File: config.mk
export PLATFORM = sky130hd
export DESIGN_NAME = mcu_shared_ram_arbiter
export DESIGN_NICKNAME = d
export VERILOG_FILES = /design/src/rtl/m72_mcu_pkg.sv /design/src/rtl/mcu_shared_ram_arbiter.sv
export SDC_FILE = /design/constraint.sdc
export NUM_CORES = 1
export LEC_CHECK = 0
export CORE_ASPECT_RATIO = 0.75
export CORE_UTILIZATION = 43
export CTS_BUF_LIST = sky130_fd_sc_hd__clkbuf_8 sky130_fd_sc_hd__clkbuf_16
export CTS_CLUSTER_SIZE = 16
export DETAILED_ROUTE_END_ITERATION = 8
export GPL_ROUTABILITY_DRIVEN = 0
export GPL_TIMING_DRIVEN = 0
export MAX_ROUTING_LAYER = met4
export PLACE_DENSITY = 0.86
export REMOVE_ABC_BUFFERS = 1
export SLEW_MARGIN = 30
export SYNTH_ARGS = -nofsm -noshare
export SYNTH_HDL_FRONTEND = slang
export SYNTH_SLANG_ARGS = --single-unit
File: constraint.sdc
create_clock -name CLK_32M -period 3.4 [get_ports CLK_32M]
set_clock_uncertainty 0.05 [all_clocks]
set_input_delay 0.34 -clock CLK_32M [delete_from_list [all_inputs] [get_ports CLK_32M]]
set_output_delay 0.34 -clock CLK_32M [all_outputs]
set_load 0.1 [all_outputs]
File: src/rtl/m72_mcu_pkg.sv
// Shared types and default mailbox addresses for the MCU/CPU shared-RAM arbiter.
package m72_mcu_pkg;

   typedef enum logic [1:0] {
      IDLE   = 2'd0,
      ACCESS = 2'd1,
      RESP   = 2'd2
   } state_t;

   typedef enum logic {
      OWNER_CPU = 1'b0,
      OWNER_MCU = 1'b1
   } owner_t;

   localparam int          DEF_ADDR_W       = 12;
   localparam logic [11:0] DEF_MCU_INT_ADDR = 12'hFFF;
   localparam logic [11:0] DEF_CPU_INT_ADDR = 12'hFFE;

   // Round-robin pick: on a collision the side that did not own the last access wins.
   function automatic owner_t rr_pick(input logic cpu_req, input logic mcu_req,
                                      input owner_t last_owner);
      owner_t w_pick;
      if (cpu_req && mcu_req) begin
         w_pick = (last_owner == OWNER_MCU) ? OWNER_CPU : OWNER_MCU;
      end else if (cpu_req) begin
         w_pick = OWNER_CPU;
      end else begin
         w_pick = OWNER_MCU;
      end
      return w_pick;
   endfunction

endpackage

File: src/rtl/mcu_shared_ram_arbiter.sv
// Two-requester arbiter in front of a single-port BRAM (1-cycle read latency),
// with a pair of mailbox bytes that raise/clear cross interrupts.
module mcu_shared_ram_arbiter
   import m72_mcu_pkg::*;
#(
   parameter int                ADDR_W       = DEF_ADDR_W,
   parameter logic [ADDR_W-1:0] MCU_INT_ADDR = DEF_MCU_INT_ADDR,
   parameter logic [ADDR_W-1:0] CPU_INT_ADDR = DEF_CPU_INT_ADDR
) (
   input  logic              CLK_32M,
   input  logic              reset_n,
   input  logic              cpu_req,
   input  logic              cpu_we,
   input  logic [ADDR_W-1:0] cpu_addr,
   input  logic [7:0]        cpu_wdata,
   output logic              cpu_ack,
   output logic [7:0]        cpu_rdata,
   input  logic              mcu_req,
   input  logic              mcu_we,
   input  logic [ADDR_W-1:0] mcu_addr,
   input  logic [7:0]        mcu_wdata,
   output logic              mcu_ack,
   output logic [7:0]        mcu_rdata,
   output logic [ADDR_W-1:0] ram_addr,
   output logic [7:0]        ram_wdata,
   output logic              ram_we,
   input  logic [7:0]        ram_q,
   output logic              mcu_int,
   output logic              cpu_int,
   output logic              busy
);

   state_t            r_state;
   state_t            w_next_state;
   owner_t            r_owner;
   owner_t            r_last_owner;
   owner_t            w_winner;
   logic              w_any_req;
   logic [ADDR_W-1:0] r_ram_addr;
   logic [7:0]        r_ram_wdata;
   logic              r_ram_we;
   logic              r_cpu_ack;
   logic              r_mcu_ack;
   logic [7:0]        r_cpu_hold;
   logic [7:0]        r_mcu_hold;
   logic              r_mcu_int;
   logic              r_cpu_int;
   logic              r_busy;
   logic              w_cpu_ack_nxt;
   logic              w_mcu_ack_nxt;
   logic              w_mcu_int_nxt;
   logic              w_cpu_int_nxt;
   logic              w_hit_mcu_box;
   logic              w_hit_cpu_box;
   logic              w_cpu_owns;

   assign w_any_req     = cpu_req | mcu_req;
   assign w_winner      = rr_pick(cpu_req, mcu_req, r_last_owner);
   assign w_hit_mcu_box = (r_ram_addr == MCU_INT_ADDR);
   assign w_hit_cpu_box = (r_ram_addr == CPU_INT_ADDR);
   assign w_cpu_owns    = (r_owner == OWNER_CPU);

   // State register.
   always_ff @(posedge CLK_32M or negedge reset_n) begin
      if (!reset_n) begin
         r_state <= IDLE;
      end else begin
         r_state <= w_next_state;
      end
   end

   // Next-state logic: a fixed three-cycle walk once any request is seen.
   always_comb begin
      w_next_state = r_state;
      case (r_state)
         IDLE:    w_next_state = w_any_req ? ACCESS : IDLE;
         ACCESS:  w_next_state = RESP;
         RESP:    w_next_state = IDLE;
         default: w_next_state = IDLE;
      endcase
   end

   // Output decode: next ack levels and mailbox flag updates, committed on the ACCESS->RESP edge.
   always_comb begin
      w_cpu_ack_nxt = 1'b0;
      w_mcu_ack_nxt = 1'b0;
      w_mcu_int_nxt = r_mcu_int;
      w_cpu_int_nxt = r_cpu_int;
      case (r_state)
         ACCESS: begin
            w_cpu_ack_nxt = w_cpu_owns;
            w_mcu_ack_nxt = !w_cpu_owns;
            if (w_cpu_owns) begin
               if (r_ram_we && w_hit_mcu_box) begin
                  w_mcu_int_nxt = 1'b1;
               end else begin
                  w_mcu_int_nxt = r_mcu_int;
               end
               if (!r_ram_we && w_hit_cpu_box) begin
                  w_cpu_int_nxt = 1'b0;
               end else begin
                  w_cpu_int_nxt = r_cpu_int;
               end
            end else begin
               // Any MCU touch of its own mailbox acknowledges the interrupt.
               if (w_hit_mcu_box) begin
                  w_mcu_int_nxt = 1'b0;
               end else begin
                  w_mcu_int_nxt = r_mcu_int;
               end
               if (r_ram_we && w_hit_cpu_box) begin
                  w_cpu_int_nxt = 1'b1;
               end else begin
                  w_cpu_int_nxt = r_cpu_int;
               end
            end
         end
         IDLE, RESP: begin
            w_cpu_ack_nxt = 1'b0;
            w_mcu_ack_nxt = 1'b0;
         end
         default: begin
            w_cpu_ack_nxt = 1'b0;
            w_mcu_ack_nxt = 1'b0;
         end
      endcase
   end

   // Grant latch and RAM command registers; the write strobe lives only in ACCESS.
   always_ff @(posedge CLK_32M or negedge reset_n) begin
      if (!reset_n) begin
         r_owner      <= OWNER_CPU;
         r_last_owner <= OWNER_MCU;
         r_ram_addr   <= {ADDR_W{1'b0}};
         r_ram_wdata  <= 8'h00;
         r_ram_we     <= 1'b0;
      end else if ((r_state == IDLE) && w_any_req) begin
         r_owner      <= w_winner;
         r_last_owner <= w_winner;
         if (w_winner == OWNER_CPU) begin
            r_ram_addr  <= cpu_addr;
            r_ram_wdata <= cpu_wdata;
            r_ram_we    <= cpu_we;
         end else begin
            r_ram_addr  <= mcu_addr;
            r_ram_wdata <= mcu_wdata;
            r_ram_we    <= mcu_we;
         end
      end else begin
         r_ram_we <= 1'b0;
      end
   end

   // Ack pulses, mailbox flags, busy and per-side read-data hold registers.
   always_ff @(posedge CLK_32M or negedge reset_n) begin
      if (!reset_n) begin
         r_cpu_ack  <= 1'b0;
         r_mcu_ack  <= 1'b0;
         r_mcu_int  <= 1'b0;
         r_cpu_int  <= 1'b0;
         r_busy     <= 1'b0;
         r_cpu_hold <= 8'h00;
         r_mcu_hold <= 8'h00;
      end else begin
         r_cpu_ack <= w_cpu_ack_nxt;
         r_mcu_ack <= w_mcu_ack_nxt;
         r_mcu_int <= w_mcu_int_nxt;
         r_cpu_int <= w_cpu_int_nxt;
         r_busy    <= (w_next_state != IDLE);
         if (r_cpu_ack) begin
            r_cpu_hold <= ram_q;
         end else begin
            r_cpu_hold <= r_cpu_hold;
         end
         if (r_mcu_ack) begin
            r_mcu_hold <= ram_q;
         end else begin
            r_mcu_hold <= r_mcu_hold;
         end
      end
   end

   // RAM data is only valid in RESP, so the owner sees it live and keeps it afterwards.
   assign cpu_rdata = r_cpu_ack ? ram_q : r_cpu_hold;
   assign mcu_rdata = r_mcu_ack ? ram_q : r_mcu_hold;

   assign cpu_ack   = r_cpu_ack;
   assign mcu_ack   = r_mcu_ack;
   assign ram_addr  = r_ram_addr;
   assign ram_wdata = r_ram_wdata;
   assign ram_we    = r_ram_we;
   assign mcu_int   = r_mcu_int;
   assign cpu_int   = r_cpu_int;
   assign busy      = r_busy;

endmodule

# After elaboration in Yosys (flattened, before gate mapping)
# Cells that the tools add are included.
dict set report op_classes {
  mux 19
  n_reduce_logical 12
  n_eq_ne 5
  bitwise_logic 2
}
# operator n
set ops {}
lappend ops {{12-bit equality test, second input constant} 2}
lappend ops {{8-bit two-way mux} 3}
lappend ops {{1-bit two-way mux} 14}
lappend ops {{12-bit two-way mux} 1}
lappend ops {{3-bit AND reduction} 2}
lappend ops {{2-bit nonzero test} 3}
lappend ops {{1-bit logical AND} 5}
lappend ops {{2-bit by 1-bit inequality test with 1-bit output, second input constant} 2}
lappend ops {{2-bit one-hot mux with 2 select lines} 1}
lappend ops {{2-bit by 1-bit equality test with 1-bit output, second input constant} 1}
lappend ops {{2-bit logical NOT} 1}
lappend ops {{1-bit logical NOT} 1}
lappend ops {{1-bit inverter} 1}
lappend ops {{1-bit bitwise OR} 1}
dict set report word_totals {
  regBits 46
  in_bits 54
  out_inout_bits 42
  wordCells 51
}

# Depth between registers and ports, before layout
dict set report logic_depth {
  ltp_word 4
  depth_mapped 6
  mapped_depth_nobuf 5
}

# Worst setup path before layout
# No wires, ideal clock.
dict set report synth_path {
  path_kind {register -> output}
  startpoint {register r_cpu_ack, in the netlist cpu_ack}
  endpoint {output port cpu_rdata[0]}
  path_buffers 1
  stages_incl_launch_ff 3
  arrival_time_ns 1.845
  setup_slack_ns 1.165
  required_ns 3.010
  cell_sequence {dfrtp_1 -> clkbuf_1 -> mux2_2}
}
dict set report synth_via {
  elab_chain_len 1
}
# item line
set synth_lines {}
lappend synth_lines {{from (decl)} mcu_shared_ram_arbiter.sv:42} ;# logic r_cpu_ack;
lappend synth_lines {{from (signal assigned)} mcu_shared_ram_arbiter.sv:165} ;# r_cpu_ack <= w_cpu_ack_nxt;
lappend synth_lines {{8-bit two-way mux} mcu_shared_ram_arbiter.sv:184} ;# assign cpu_rdata = r_cpu_ack ? ram_q : r_cpu_hold;
lappend synth_lines {{to (decl)} mcu_shared_ram_arbiter.sv:17} ;# output logic [7:0] cpu_rdata,
# No other way between the ends.

# Worst setup path after layout
# Same ends and word-level chain as after synthesis.

==> results.yml <==
cts:
  cts_resized: 0
  insertion_delay_ns: 0.29
  clock_path_buffers: 2
  htree_levels: 2
  root_buffer: "clkbuf_8"
  cts.sinks: 46
  numCtsBuffers: 5
  path_clk_slew_ns: 0.08
  cts_tree: "done"
  cts_setup_buffers: 0
routing:
  drtAntennaViolNets: 0
  vias_per_cell: 4.929
  wl_per_cell_um: 13.90
  wl_um: 4310
  drcViolationCount: 0
  firstDrtPassIters: 4
  drt-initial-drc-count: 39
  num_vias: 1528
floorplanning:
  initial_utilization_pct: 46.31
  rows: 20
  die_height_um: 60.27
  dieArea_um2: 4803
  pin_count: 96
  die_w_um: 79.70
  coreArea_um2: 4204
timing:
  report.final.hold_viol_count: 0
  finalCritPeriodShare_pct: 77.66
  tightestPinTransition_ns: 0.9945
  fmax_ghz: 0.3787
  setup_tns_ns: 0
  grt_setup_unrepaired: "no"
  slew_headroom_pct: 33.49
  finalMaxSlewViolations: 0
  period_needed_ns: 2.641
  setup_violations: 0
global_routing:
  antenna_found_initial: 0
  grt_pass1_wl_um: 6699
  grt_pass1_vias: 1460
  overflow: 0
  grt_max_degree: 47
  grt_util_all_layers_pct: 19.85
hold_path:
  min_path_type: "flop to flop"
synth:
  synth_area_leaders: "dfrtp_1 58%, mux2i_1 11%, mux2_2 9.3%"
  mappedNetlistArea_um2: 1947
  ys_seq_area_share_pct: 59.19
  yosys_warnings: 0
  yosysTopAreaCell: "dfrtp_1"
  syn_avg_cell_area_um2: 12.32
  synth_top_area_share_pct: 57.84
  postSynthCellCount: 158
  ys_types: 26
  ys_ff_latch: 46
cells_and_area:
  fin_nets: 308
  nFillCells: 314
  drive_above_1_share_pct: 12.55
  num_antenna_cells: 0
  area_delta_synth_final_pct: 55.72
placed_design:
  io_buffers: 95
  post-dp-hpwl_um: 3256
critical_path:
  required_ns: 3.01
  crit_type: "flop to output pin"
  end_kind: "output pin"
  cp-start-kind: "flop"
  crit_fanout: 9
  worstPathArrival_ns: 2.25
outcome:
  status: "finished, final reports clean"
flow_run:
  max_cap_violations: 0
placed cells by master, fill, tap and decap left out, drive strengths merged:
cell / Yosys / routed
dlygate4sd3: 0 / 1
a21oi: 10 / 10
buf: 5 / 1
clkbuf: 2 / 5
nand3: 2 / 2
nand4: 3 / 3
and2: 1 / 1
clkdlybuf4s50: 0 / 94
dfrtp: 45 / 45
dfstp: 1 / 1
bufinv: 0 / 1
nor2: 16 / 16
o21ai: 15 / 15
nand2: 13 / 13
mux2i: 21 / 21
nand4b: 1 / 1
nor4: 2 / 2
nand2b: 2 / 2
clkinvlp: 0 / 1
mux2: 16 / 16
inv: 3 / 4
worst max-delay path: stages (launching register included):
cell	delay (ns)
dfrtp_1	0.52
mux2_2	0.29
clkdlybuf4s50_1	1.14
cells in the mapped netlist:
master	count
a21oi_1	9
a21oi_2	1
and2_1	1
buf_12	1
buf_2	2
buf_4	1
buf_8	1
clkbuf_1	2
dfrtp_1	45
dfstp_2	1
inv_1	1
inv_2	2
mux2_2	16
mux2i_1	21
nand2_1	13
nand2b_1	1
nand2b_4	1
nand3_1	2
nand4_1	3
nand4b_1	1
nor2_1	16
nor4_1	2
o21ai_0	3
o21ai_1	9
o21ai_2	2
o21ai_4	1
area by class of cell:
cell class	instances	area [um2]	share of cell area, %
Inverter	3	11.26	0.3714
Multi-Input combinational cell	102	730.7	24.10
Tap cell	55	68.82	2.270
Clock buffer	5	68.82	2.270
Timing Repair Buffer	96	958.4	31.61
Clock inverter	3	41.29	1.362
Sequential cell	46	1152	38.01
state kept, by name, indices dropped and copies added (netlist names):
| signal | flops |
|---|---|
| ram_addr | 12 |
| ram_we | 1 |
| r_state | 2 |
| r_mcu_hold | 8 |
| r_last_owner | 1 |
| busy | 1 |
| r_cpu_hold | 8 |
| mcu_int | 1 |
| mcu_ack | 1 |
| cpu_ack | 1 |
| cpu_int | 1 |
| r_owner | 1 |
| ram_wdata | 8 |
logic make-up (layout without fill, tap and decap cells):
family / Yosys count / count (layout) / synth area share (%)
flip-flops: 46 / 46 / 59.19
buffers and inverters: 10 / 107 / 3.663
multiplexers: 37 / 37 / 20.05
AND/OR/NAND/NOR: 40 / 40 / 9.512
AO/OA/AOI/OAI: 25 / 25 / 7.583
through the flow:
step | hold WS, ns | cell area, um2 | util (%) | cells | setup WS (ns)
2_1_floorplan | -0.005591 | 1887 | - | 151 | 1.286
3_3_place_gp | 0.4282 | 2907 | 69.14 | 301 | 0.7692
3_5_place_dp | 0.3177 | 2904 | 69.08 | 301 | 0.8819
4_1_cts | 0.4536 | 3024 | 71.93 | 310 | 0.7369
5_1_grt | 0.4680 | 3032 | 72.11 | 310 | 0.6510
6_report | 0.4525 | 3032 | 72.11 | 310 | 0.7595
worst paths after layout:
check | from | endpoint | slack, ns | depth (start not counted)
worst min register to register | r_cpu_hold[2]$_DFF_PN0_ | r_cpu_hold[2]$_DFF_PN0_ | 0.45 | 1
worst max-delay path | cpu_ack$_DFF_PN0_ | cpu_rdata[0] | 0.76 | 2
worst max register to register | r_last_owner$_DFFE_PN1P_ | ram_wdata[4]$_DFFE_PN0P_ | 1.72 | 3
worst min-delay path | r_cpu_hold[2]$_DFF_PN0_ | r_cpu_hold[2]$_DFF_PN0_ | 0.45 | 1
max in group asynchronous | reset_n | r_last_owner$_DFFE_PN1P_ | 2.38 | 2
min in group asynchronous | reset_n | ram_addr[11]$_DFFE_PN0P_ | 0.53 | 2
per-layer routing:
metal	up-vias	wire length (um)	GRT usage, %
met5	-	0	-
met4	0	68	8.571
met3	8	309	4.427
met2	64	2002	32.23
met1	721	1929	24.11
li1	735	-	-
what timing repair did:
action	in CTS	in global routing
endpoints found under the setup margin	0	0
hold endpoints to repair	45	0
hold buffers	1	0
Power is not shown: default switching activity piles up to over one toggle a cycle in this logic, so the estimate is an artifact.
